[config.mk]
export PLATFORM = sky130hd
export DESIGN_NAME = updown_cmd_ctrl
export DESIGN_NICKNAME = d
export VERILOG_FILES = /design/src/rtl/updown_cmd_ctrl.sv
export SDC_FILE = /design/constraint.sdc
export NUM_CORES = 1
export LEC_CHECK = 0
export BUFFER_PORTS_ARGS = -buffer_cell sky130_fd_sc_hd__buf_2
export CAP_MARGIN = 0
export CORE_AREA = 2 2 82 84
export DETAILED_ROUTE_END_ITERATION = 12
export DIE_AREA = 0 0 84 86
export GPL_ROUTABILITY_DRIVEN = 0
export GPL_TIMING_DRIVEN = 0
export PLACE_DENSITY = 0.48
export SLEW_MARGIN = 20
export SYNTH_ARGS = -nofsm -noshare
export SYNTH_HDL_FRONTEND = slang
export SYNTH_SLANG_ARGS = --single-unit
[constraint.sdc]
create_clock -name clk -period 2.1 [get_ports clk]
set_input_delay 0.21 -clock clk [delete_from_list [all_inputs] [get_ports clk]]
set_output_delay 0.21 -clock clk [all_outputs]
set_load 0.05 [all_outputs]
[src/rtl/updown_cmd_ctrl.sv]
// Button command controller: 2-flop sync, debounce and single-button arbiter per key.
// Define AUTO_REPEAT_EN to build the hold-to-repeat timer and REPEAT states.
module updown_cmd_ctrl #(
  parameter int DEBOUNCE_CYCLES = 500_000,
  parameter int REPEAT_DELAY    = 25_000_000,
  parameter int REPEAT_PERIOD   = 5_000_000
) (
  input  logic clk,
  input  logic reset,
  input  logic key_inc_n,
  input  logic key_dec_n,
  output logic inc,
  output logic dec,
  output logic locked
);

  localparam int DB_W = (DEBOUNCE_CYCLES > 1) ? $clog2(DEBOUNCE_CYCLES) : 1;
  localparam logic [DB_W-1:0] DB_LAST = DB_W'(DEBOUNCE_CYCLES - 1);

  logic            inc_sync_p0, inc_sync_p1;
  logic            dec_sync_p0, dec_sync_p1;
  logic            inc_db_p2, dec_db_p2;
  logic [DB_W-1:0] inc_db_cnt, dec_db_cnt;
  logic            p_inc, p_dec;

  // Stage p0/p1: two-flop synchronisers, idle level is released (high)
  always_ff @(posedge clk) begin
    if (reset) begin
      inc_sync_p0 <= 1'b1;
      inc_sync_p1 <= 1'b1;
      dec_sync_p0 <= 1'b1;
      dec_sync_p1 <= 1'b1;
    end else begin
      inc_sync_p0 <= key_inc_n;
      inc_sync_p1 <= inc_sync_p0;
      dec_sync_p0 <= key_dec_n;
      dec_sync_p1 <= dec_sync_p0;
    end
  end

  // Stage p2: debounced levels follow the synced level only after it stays different long enough
  always_ff @(posedge clk) begin
    if (reset) begin
      inc_db_p2  <= 1'b1;
      inc_db_cnt <= '0;
    end else if (inc_sync_p1 == inc_db_p2) begin
      inc_db_cnt <= '0;
    end else if (inc_db_cnt == DB_LAST) begin
      inc_db_p2  <= inc_sync_p1;
      inc_db_cnt <= '0;
    end else begin
      inc_db_cnt <= inc_db_cnt + 1'b1;
    end
  end

  always_ff @(posedge clk) begin
    if (reset) begin
      dec_db_p2  <= 1'b1;
      dec_db_cnt <= '0;
    end else if (dec_sync_p1 == dec_db_p2) begin
      dec_db_cnt <= '0;
    end else if (dec_db_cnt == DB_LAST) begin
      dec_db_p2  <= dec_sync_p1;
      dec_db_cnt <= '0;
    end else begin
      dec_db_cnt <= dec_db_cnt + 1'b1;
    end
  end

  assign p_inc = ~inc_db_p2;
  assign p_dec = ~dec_db_p2;

`ifdef AUTO_REPEAT_EN
  localparam int RPT_MAX = (REPEAT_DELAY > REPEAT_PERIOD) ? REPEAT_DELAY : REPEAT_PERIOD;
  localparam int TMR_W   = (RPT_MAX > 1) ? $clog2(RPT_MAX) : 1;
  localparam logic [TMR_W-1:0] DLY_LAST = TMR_W'(REPEAT_DELAY - 1);
  localparam logic [TMR_W-1:0] PER_LAST = TMR_W'(REPEAT_PERIOD - 1);

  typedef enum logic [2:0] {IDLE, HOLD_INC, HOLD_DEC, REPEAT_INC, REPEAT_DEC, LOCK} state_t;
  logic [TMR_W-1:0] timer;
`else
  typedef enum logic [1:0] {IDLE, HOLD_INC, HOLD_DEC, LOCK} state_t;
  logic unused_repeat_cfg;
  assign unused_repeat_cfg = ^{REPEAT_DELAY, REPEAT_PERIOD};
`endif

  state_t state;

  // Stage p3: arbiter; first key owns the strobes, a second key only forces LOCK
  always_ff @(posedge clk) begin
    if (reset) begin
      state  <= IDLE;
      inc    <= 1'b0;
      dec    <= 1'b0;
      locked <= 1'b0;
`ifdef AUTO_REPEAT_EN
      timer  <= '0;
`endif
    end else begin
      inc <= 1'b0;
      dec <= 1'b0;
      case (state)
        IDLE: begin
          if (p_inc && p_dec) begin
            state  <= LOCK;
            locked <= 1'b1;
          end else if (p_inc) begin
            state <= HOLD_INC;
            inc   <= 1'b1;
          end else if (p_dec) begin
            state <= HOLD_DEC;
            dec   <= 1'b1;
          end
        end
        HOLD_INC: begin
          if (p_dec) begin
            state  <= LOCK;
            locked <= 1'b1;
`ifdef AUTO_REPEAT_EN
            timer  <= '0;
`endif
          end else if (!p_inc) begin
            state <= IDLE;
`ifdef AUTO_REPEAT_EN
            timer <= '0;
          end else if (timer == DLY_LAST) begin
            state <= REPEAT_INC;
            inc   <= 1'b1;
            timer <= '0;
          end else begin
            timer <= timer + 1'b1;
`endif
          end
        end
        HOLD_DEC: begin
          if (p_inc) begin
            state  <= LOCK;
            locked <= 1'b1;
`ifdef AUTO_REPEAT_EN
            timer  <= '0;
`endif
          end else if (!p_dec) begin
            state <= IDLE;
`ifdef AUTO_REPEAT_EN
            timer <= '0;
          end else if (timer == DLY_LAST) begin
            state <= REPEAT_DEC;
            dec   <= 1'b1;
            timer <= '0;
          end else begin
            timer <= timer + 1'b1;
`endif
          end
        end
`ifdef AUTO_REPEAT_EN
        REPEAT_INC: begin
          if (p_dec) begin
            state  <= LOCK;
            locked <= 1'b1;
            timer  <= '0;
          end else if (!p_inc) begin
            state <= IDLE;
            timer <= '0;
          end else if (timer == PER_LAST) begin
            inc   <= 1'b1;
            timer <= '0;
          end else begin
            timer <= timer + 1'b1;
          end
        end
        REPEAT_DEC: begin
          if (p_inc) begin
            state  <= LOCK;
            locked <= 1'b1;
            timer  <= '0;
          end else if (!p_dec) begin
            state <= IDLE;
            timer <= '0;
          end else if (timer == PER_LAST) begin
            dec   <= 1'b1;
            timer <= '0;
          end else begin
            timer <= timer + 1'b1;
          end
        end
`endif
        LOCK: begin
          if (!p_inc && !p_dec) begin
            state  <= IDLE;
            locked <= 1'b0;
          end
        end
        default: begin
          state  <= IDLE;
          locked <= 1'b0;
        end
      endcase
    end
  end

endmodule

After elaboration in Yosys (flattened, before gate mapping). Cells that the tools add are included.

Flip-flop bits (word level): 49. Input port bits: 4. Output and inout port bits: 3. Word-level logic and storage cells: 60.

$add $sub $neg: 2. Equal/unequal tests: 14. Multiplexer cells: 16. Bitwise operators: 5. Reductions and logical operators: 11.

Operators with widths (count): 19-bit by 1-bit adder with 19-bit output, second input constant (2); 19-bit equality test, second input constant (2); 2-bit two-way mux (8); 3-bit OR reduction (3); 2-bit != test, second input constant (4); 2-bit one-hot mux with 4 select lines (1); 4-bit AND reduction (2); 1-bit two-way mux (6); 3-bit != test, second input constant (2); 1-bit inverter (5); 2-bit equality test, second input constant (2); 4-bit != test, second input constant (1); 1-bit one-hot mux with 4 select lines (1); 2-bit AND reduction (2); 4-bit OR reduction (1); 1-bit equality test (2); 2-bit by 1-bit equality test with 1-bit output, second input constant (1); 1-bit logical AND (2); 2-bit logical NOT (1).

Longest topological paths before layout. Gate-level depths: netlist of the first run.

Depth in word-level cells: 4. Gate-level depth with buffers: 6. Depth with buffers taken out: 5.

Worst setup path after synthesis of the first run. OpenSTA, ideal clock, no wires.

Kind: register to register. From: register dec_db_cnt[0]. To: register dec_db_p2. Library setup time: 0.120 ns. Arrival time: 1.705 ns. Data required time: 1.980 ns. Setup slack: 0.276 ns. Cell stages (with the launch flop): 6. Clock period less this slack: 1.824 ns. Cell sequence: dfxtp_1 -> ha_1 -> nand4_4 -> or4_4 -> o21a_1 -> a211o_1.

Word-level cells in the longest chain between the ends: 2.

Ends and longest elaborated chain: from (decl) (line 23) `logic [DB_W-1:0] inc_db_cnt, dec_db_cnt;`; from (signal assigned) (line 66) `dec_db_cnt <= dec_db_cnt + 1'b1;`; 19-bit equality test (line 62) `end else if (dec_db_cnt == DB_LAST) begin`; 2-bit AND reduction (no source line); to (signal assigned) (line 63) `dec_db_p2 <= dec_sync_p1;`; to (decl) (line 22) `logic inc_db_p2, dec_db_p2;`.

No other way between the ends. A chain may end at the register's enable or synchronous reset.

Final worst setup path of the first run.
From: register dec_db_cnt[0]. To: register dec_db_cnt[15].

Word-level cells in the longest chain between the ends: 2. Elaborated cells on any way between the ends: 3. Classes of those cells: add/sub: 1; eq/ne: 1; reduce/logical: 1.

Ends and longest elaborated chain: branches (longest 2 deep; another with 19-bit by 1-bit adder with 19-bit output).

Several ways; the timed one is not identified.

==> run_results.csv, run 1 <==
group,metric,value,unit
status,status,"finished, final reports clean",
yosys,yosys_warnings,0,
timing,period_minus_slack,1.97,ns
yosys,synth.avg_cell_area,9.03,sq um
finish,antennaDiodeCount,0,
timing,max_freq,507,MHz
timing,worst_slack,0.128,ns
hold_path,hold_class,"in2reg",
yosys,synth_area,2160,sq um
placement,hpwlAfterDp,2860,um
floorplanning,num_io_pins,7,
timing,fin_crit_sh,93.9,%
global_route,antenna_found_initial,0,
yosys,synthXorXnorAreaFrac,12.6,%
yosys,synth_compound_area_share,5.39,%
finish,drive_above_1_share,11.8,%
worst_setup_path,end_kind,"register",
finish,final_common_cell,"dfxtp_1",
timing,slew_violations,0,
power,vdd_drop_max,268,uV
cts,htree_levels,2,
worst_setup_path,required,2.30,ns
cts,cts_tree,"yes",
floorplanning,rows,29,
drt,postRouteAntennaNets,0,
yosys,syn_nets,245,
yosys,yosys.area_share.simple,31.6,%
drt,first_pass_iters,4,
placement,place_ws,-0.00473,ns
power,swShare,22.3,%
global_route,grt_max_degree,16,
finish,layout_common_cells,"49 x dfxtp_1, 42 x nor2_1, 27 x xnor2_1",
yosys,synth_top_area_share,45.5,%
drt,avgRoutedWirePerCell,12.3,um
placement,portBuffers,6,
global_route,met1_usage,16.3,%
global_route,met2_usage,20.4,%
drt,drc,0,
worst_setup_path,worstRegToRegCells,6,
cts,insertion_delay,0.30,ns
global_route,grt_overflow,0,
placement,dpl-instance-area,2280,sq um
finish,layout.nets,260,
global_route,grt_pass1_vias,1591,
global_route,grt-busiest-layer,"met2",
cts,postCtsHoldBufs,0,
drt,wl,4070,um
power,leakage,0.693,nW
drt,vias,1655,
yosys,synth_area_leaders,"dfxtp_1 45%, xnor2_1 11%, nor2_1 7.3%",
cts,cts_buffers,5,
yosys,synthAdderAreaFrac,1.16,%
power,internal-power,1.18,mW
cts,cts_root_buffer,"clkbuf_8",
drt,first_iter_violations,96,
timing,skew,0.00744,ns
timing,finalHoldViolCount,0,
worst_setup_path,r2r_end,"dec_db_cnt[15]",
finish,area_delta_synth_final,10.9,%
worst_setup_path,cp-startpoint,"dec_db_cnt[0]",
worst_setup_path,arrival,2.17,ns
global_route,grt_pass1_wl,7420,um
floorplanning,die_width,84,um
floorplanning,core,6280,sq um
timing,rsz0062_at_grt,"yes",
power,power_frac_comb,1.6,%
global_route,grt_usage,12.5,%
cts,cts_sinks,49,
worst_setup_path,cp_max_fo,10,
drt,vias_per_cell,4.98,
yosys,seq_area_frac_synth,45.5,%
floorplanning,initial_core_util,34.4,%
yosys,synth_top_family_by_area,"simple AND/OR/NAND/NOR gates",
power,power.share.sequential,61.7,%
yosys,synth_top_area_cell,"dfxtp_1",
cts,clock_path_buffers,2,
timing,tightestPinTransition,0.453,ns
worst_setup_path,crit_end,"dec_db_cnt[15]",
floorplanning,die_y,86,um
timing,slew_headroom,69.7,%
worst_setup_path,worstSetupPathType,"reg2reg",
finish,final_area,2390,sq um
worst_setup_path,r2r-start,"dec_db_cnt[0]",
yosys,ys_types,43,
yosys,syn_inst,239,
yosys,synth.area.mux_share,0.928,%
worst_setup_path,critPathLaunchType,"register",
power,power_switching,0.337,mW
timing,setup_viol,0,
power,p_per_area,634,nW/um^2
floorplanning,dieArea,7220,sq um
yosys,ys_ff_latch,49,
job,maxCapViolations,0,
cts,clk_pin_slew_worst_paths,0.09,ns
worst_setup_path,regToRegSetupSlack,0.13,ns
global_route,met3_usage,3.18,%
power,power.share.clock,36.7,%
stage by stage:
step           setup TNS [ns]  utilization [%]  cells  power, mW  hold slack [ns]
2_1_floorplan               0                -    239      0.972            0.314
3_3_place_gp           -0.170             36.4    322      0.981            0.393
3_5_place_dp          -0.0108             36.4    322      0.981            0.394
4_1_cts                     0             37.8    330       1.54           0.0710
5_1_grt                -0.166             38.1    332       1.58           0.0747
6_report                    0             38.1    332       1.52           0.0822
worst max-delay path, stage by stage (launching register included):
cell and delay, ns:
dfxtp_1 0.37, ha_2 0.23, nand4_4 0.18, or4_4 0.60, o21ai_4 0.25, buf_6 0.18
nor2_1 0.05
cell usage after synthesis, drive strengths merged:
cell type and count:
dfxtp 49, nor2 42, xnor2 27, nor4 13, nand3 12, nand4 12
nand2 11, nor3 9, a21oi 7, inv 7, clkbuf 4, nand2b 4
o21ai 4, or2 4, or4 4, xor2 4, buf 3, ha 2
mux2i 2, nor3b 2, nor4bb 2, or3 2, a211o 1, a311oi 1
and2 1, and3 1, and4 1, nand4b 1, nand4bb 1, nor4b 1
o21a 1, o31a 1, o31ai 1, o41ai 1, or4b 1
area by class of cell:
type | count | area, sq um
Inverter | 7 | 26.3
Multi-Input combinational cell | 176 | 1120
Timing Repair Buffer | 8 | 45.0
Tap cell | 77 | 96.3
Clock inverter | 2 | 15.0
Buffer | 7 | 36.3
Fill cell | 633 | 3880
Clock buffer | 6 | 72.6
Sequential cell | 49 | 981
routing by layer:
metal  vias to the layer above  routed length, um
li1                        871                  -
met1                       754               2080
met2                        25               1810
met3                         5                129
met4                         0                 46
met5                         -                  0
how the worst min path moves through the flow:
stage / start / to / cells after the start / slack [ns]
finish: key_dec_n / dec_sync_p0 / 2 / 0.08
global route: key_dec_n / dec_sync_p0 / 2 / 0.07
CTS: key_dec_n / dec_sync_p0 / 2 / 0.07
detailed placement: key_dec_n / dec_sync_p0 / 2 / 0.39
global placement: key_dec_n / dec_sync_p0 / 2 / 0.39
floorplan: key_dec_n / dec_sync_p0 / 1 / 0.31
kinds of logic after synthesis:
kind of cell,count (synthesis)
mux,2
flops,49
simple gates,124
buf+inv,14
xor+xnor,31
fa+ha+maj,2
compound gates,17
sequential cells by signal (all words and copies together) (netlist names):
name	cells
state	2
dec_db_cnt	19
inc_sync_p1	1
dec_sync_p1	1
dec	1
dec_sync_p0	1
inc_db_cnt	19
inc_db_p2	1
locked	1
dec_db_p2	1
inc_sync_p0	1
inc	1
repair_timing:
item,in CTS,in global routing
setup endpoints to repair,10,21
pin swaps,0,1
buffers inserted,0,2
hold endpoints to repair,0,0
resized for setup,1,1
gates cloned,0,0
power groups by stage:
stage / sequential [mW] / clock (mW) / combinational (mW)
finish: 0.935 / 0.556 / 0.0244
global route: 0.936 / 0.620 / 0.0279
CTS: 0.936 / 0.581 / 0.0239
detailed placement: 0.957 / 0 / 0.0235
global placement: 0.957 / 0 / 0.0235
floorplan: 0.957 / 0 / 0.0149
Power figures use the tool's default switching activity.
==> run 2, diff against run 1 <==
Settings changed: CORE_AREA 2 2 82 84 to 2 2 75 91, DIE_AREA 0 0 84 86 to 0 0 77 93, SLEW_MARGIN 20 to 5.
==> run_results.csv, run 2 (synthesized netlist as in run 1, its figures left out) <==
group,metric,value,unit
status,status,"finished, final reports clean",
worst_setup_path,r2r_end,"dec_db_cnt[9]",
worst_setup_path,worstSetupPathType,"reg2reg",
cts,postCtsHoldBufs,0,
timing,slew_violations,0,
worst_setup_path,required,2.29,ns
floorplanning,num_io_pins,7,
floorplanning,rows,32,
drt,wl,4160,um
finish,final_area,2440,sq um
timing,slew_headroom,72.8,%
finish,final_util,38.6,%
timing,finalHoldViolCount,0,
cts,cts_buffers,5,
global_route,grt_overflow,0,
placement,hpwlAfterDp,2900,um
placement,dpl-instance-area,2290,sq um
job,maxCapViolations,0,
finish,final_common_cell,"dfxtp_1",
finish,reg.largest.list,"dec_db_cnt x19, inc_db_cnt x19, state x2",
global_route,grt_max_degree,16,
global_route,antenna_found_initial,0,
floorplanning,die_y,93,um
finish,fin_cells,342,
worst_setup_path,end_kind,"register",
global_route,grt_pass1_wl,7060,um
worst_setup_path,regToRegSetupSlack,0.10,ns
power,p_per_area,669,nW/um^2
hold_path,whs_path_depth,2,
worst_setup_path,cp_max_fo,10,
cts,insertion_delay,0.30,ns
floorplanning,die_width,77,um
worst_setup_path,worstRegToRegCells,6,
drt,vias_per_cell,4.92,
power,finalPower,1.63,mW
power,vdd_drop_max,333,uV
finish,antennaDiodeCount,0,
drt,drc,0,
drt,postRouteAntennaNets,0,
global_route,grt_pass1_vias,1559,
finish,area_delta_synth_final,13.2,%
cts,cts_root_buffer,"clkbuf_8",
drt,first_iter_violations,98,
placement,dp_cells,330,
finish,layout.nets,262,
placement,portBuffers,6,
floorplanning,dieArea,7160,sq um
cts,htree_levels,2,
cts,clk_pin_slew_worst_paths,0.09,ns
worst_setup_path,r2r-start,"dec_db_cnt[0]",
hold_path,holdCritStartpoint,"key_dec_n",
drt,vias,1681,
timing,setup_viol,0,
power,leakage,0.719,nW
timing,skew,0.0116,ns
hold_path,hold_class,"in2reg",
global_route,grt_usage,12.2,%
finish,drive_above_1_share,12.5,%
timing,period_minus_slack,2.00,ns
drt,first_pass_iters,4,
cts,cts_tree,"yes",
timing,tns,0,ns
timing,rsz0062_at_grt,"no",
worst_setup_path,arrival,2.19,ns
timing,max_freq,501,MHz
drt,avgRoutedWirePerCell,12.2,um
finish,layout_common_cells,"49 x dfxtp_1, 42 x nor2_1, 27 x xnor2_1",
cts,cts_sinks,49,
hold_path,worstHoldEndpoint,"dec_sync_p0",
floorplanning,initial_core_util,34.1,%
timing,fin_crit_sh,95.1,%
timing,tightestPinTransition,0.405,ns
worst_setup_path,critPathLaunchType,"register",
cts,clock_path_buffers,2,
floorplanning,core,6330,sq um
-- run 2: changes by cell type in the layout (fill, tap and decap cells not counted) --
cell,before,now
clkinvlp_4,2,0
buf_4,2,4
bufinv_16,0,1
clkinv_4,0,1
-- run 2: layout make-up --
| cell class | instances | area (sq um) |
|---|---|---|
| Clock buffer | 6 | 72.6 |
| Tap cell | 85 | 106 |
| Inverter | 7 | 26.3 |
| Fill cell | 686 | 3880 |
| Timing Repair Buffer | 10 | 60.1 |
| Buffer | 7 | 36.3 |
| Multi-Input combinational cell | 176 | 1120 |
| Sequential cell | 49 | 981 |
| Clock inverter | 2 | 38.8 |
-- run 2: routing by layer --
metal	track usage (%)	vias to the layer above	part of all wire, %
li1	-	874	-
met1	14.9	775	47
met2	20.1	21	48
met3	3.19	11	2.7
met4	5.36	0	2.5
met5	0	-	0
-- run 2: how the worst max path moves through the flow --
| stage | start | end | cells after the start |
|---|---|---|---|
| final | dec_db_cnt[0] | dec_db_cnt[9] | 6 |
| after global routing | dec_db_cnt[0] | dec_db_cnt[12] | 6 |
| after CTS | dec_db_cnt[0] | dec_db_cnt[12] | 6 |
| after detailed placement | dec_db_cnt[0] | dec_db_cnt[12] | 6 |
| after global placement | inc_db_cnt[0] | inc_db_cnt[3] | 5 |
| after floorplan | dec_db_cnt[0] | dec_db_p2 | 5 |
-- run 2: repair_timing --
item	in CTS	in global routing
gates resized for setup	0	2
setup buffers	0	4
endpoints found under the setup margin	0	20
-- run 2: per-stage QoR --
stage	worst slack, ns	hold WS (ns)
2_1_floorplan	0.276	0.314
3_3_place_gp	0.00236	0.393
3_5_place_dp	0.0643	0.398
4_1_cts	0.0311	0.0708
5_1_grt	0.00867	0.0676
6_report	0.104	0.0820
-- run 2: report_power, final --
group | switching, mW | internal [mW]
Clock | 0.316 | 0.358
Sequential | 0.00235 | 0.933
Combinational | 0.0139 | 0.0102
Total | 0.332 | 1.30
-- run 2: critical path, cell delays in order, from the launching register on --
cell	delay, ns
dfxtp_1	0.36
ha_2	0.23
nand4_4	0.19
or4_4	0.60
o21ai_4	0.27
buf_6	0.18
nor2_1	0.05
==> run 3, diff against run 2 <==
Settings changed: BUFFER_PORTS_ARGS -buffer_cell sky130_fd_sc_hd__buf_2 to -buffer_cell sky130_fd_sc_hd__buf_4, TNS_END_PERCENT set to 10.
==> run_results.csv, run 3 (synthesized netlist as in run 1, its figures left out) <==
group,metric,value,unit
timing,slew_headroom,64.1,%
hold_path,holdCritStartpoint,"key_dec_n",
worst_setup_path,cpMaxStageDelayCell,"or4_4",
global_route,antenna_found_initial,0,
drt,first_pass_iters,4,
power,vdd_drop_max,293,uV
placement,portBuffers,6,
drt,first_iter_violations,88,
hold_path,hold_class,"in2reg",
global_route,grt_max_degree,16,
power,p_per_area,623,nW/um^2
drt,vias,1666,
timing,setup_viol,0,
global_route,grt_pass1_wl,7420,um
placement,dpl-instance-area,2310,sq um
global_route,grt_pass1_vias,1646,
floorplanning,core,6330,sq um
floorplanning,die_y,93,um
worst_setup_path,critical-path-top-delay-family,"simple AND/OR/NAND/NOR gates",
finish,layout.nets,261,
global_route,grt_usage,12.9,%
timing,tns,0,ns
worst_setup_path,r2r-start,"dec_db_cnt[0]",
drt,postRouteAntennaNets,0,
cts,clk_pin_slew_worst_paths,0.09,ns
placement,hpwlAfterDp,2970,um
finish,drive_above_1_share,12.5,%
drt,avgRoutedWirePerCell,12.3,um
finish,area_delta_synth_final,13.0,%
finish,layout_common_cells,"49 x dfxtp_1, 42 x nor2_1, 27 x xnor2_1",
finish,reg.largest.list,"dec_db_cnt x19, inc_db_cnt x19, state x2",
worst_setup_path,critPathLaunchType,"register",
timing,slew_violations,0,
cts,postCtsHoldBufs,0,
floorplanning,die_width,77,um
finish,final_common_cell,"dfxtp_1",
worst_setup_path,cp_cell_sequence,"ha_2 -> nand4_4 -> or4_4 -> o21ai_4 -> buf_6 -> nor2_1",
finish,n_fill_cell,690,
cts,cts_tree,"yes",
finish,fin_cells,341,
cts,cts_sinks,49,
status,status,"finished, final reports clean",
floorplanning,rows,32,
worst_setup_path,arrival,2.18,ns
floorplanning,initial_core_util,34.1,%
floorplanning,dieArea,7160,sq um
cts,htree_levels,2,
global_route,grt_overflow,0,
finish,antennaDiodeCount,0,
drt,drc,0,
cts,cts_buffers,5,
worst_setup_path,end_kind,"register",
timing,max_freq,505,MHz
timing,period_minus_slack,1.98,ns
worst_setup_path,cp-startpoint,"dec_db_cnt[0]",
worst_setup_path,required,2.30,ns
drt,vias_per_cell,4.89,
timing,hold_ws,0.0805,ns
job,maxCapViolations,0,
timing,skew,0.00497,ns
cts,insertion_delay,0.30,ns
floorplanning,num_io_pins,7,
drt,wl,4200,um
timing,finalHoldViolCount,0,
cts,cts_root_buffer,"clkbuf_8",
power,leakage,0.700,nW
worst_setup_path,worstSetupPathType,"reg2reg",
placement,place_ws,0.0311,ns
timing,fin_crit_sh,94.2,%
timing,rsz0062_at_grt,"yes",
finish,final_area,2440,sq um
cts,clock_path_buffers,2,
worst_setup_path,path_buf_inv,1,
timing,worst_slack,0.122,ns
timing,tightestPinTransition,0.538,ns
worst_setup_path,cpPeakStageDelay,0.60,ns
placement,dp_cells,330,
worst_setup_path,cp_max_fo,10,
run 3: stage by stage:
step / utilization [%] / power, mW
finish: 38.5 / 1.52
global route: 38.5 / 1.58
floorplan: - / 0.972
detailed placement: 36.5 / 0.982
global placement: 36.5 / 0.982
CTS: 37.9 / 1.55
run 3: final cells by class:
cell class              instances  area, sq um  area share [%]
multi-input cells             176         1130            46.5
clock inverters                 2         15.0           0.616
plain buffers                   7         36.3            1.49
repair buffers                  9         67.6            2.77
inverters                       7         26.3            1.08
clock buffers                   6         72.6            2.98
well taps                      85          106            4.36
flip-flops and latches         49          981            40.2
run 3: repair_timing:
item,4_1_cts,5_1_grt
setup buffers,0,3
endpoints found under the setup margin,0,20
gates resized for setup,0,4
run 3: path summary, 6_finish.rpt:
path	endpoint	slack [ns]	cells past startpoint
max	dec_db_cnt[9]	0.12	6
min	dec_sync_p0	0.08	2
max reg2reg	dec_db_cnt[9]	0.12	6
min reg2reg	inc_sync_p1	0.42	1
run 3: worst register-to-register path, stage by stage, from the launching register on:
cell and delay [ns]:
dfxtp_1 0.37, ha_2 0.24, nand4_4 0.19, or4_4 0.60
o21ai_4 0.26, buf_6 0.18, nor2_1 0.05
run 3: layer usage:
layer	global-route usage (%)	vias up	wire length (um)
met5	0	-	0
met4	6.25	0	99
met3	3.19	8	96
met2	22.0	13	2020
met1	15.1	770	1990
li1	-	875	-
run 3: power breakdown:
part	leakage (nW)	switching (mW)	internal, mW
clock network	0.0374	0.321	0.235
registers	0.396	0.00250	0.933
logic	0.267	0.0142	0.0126
total	0.700	0.337	1.18
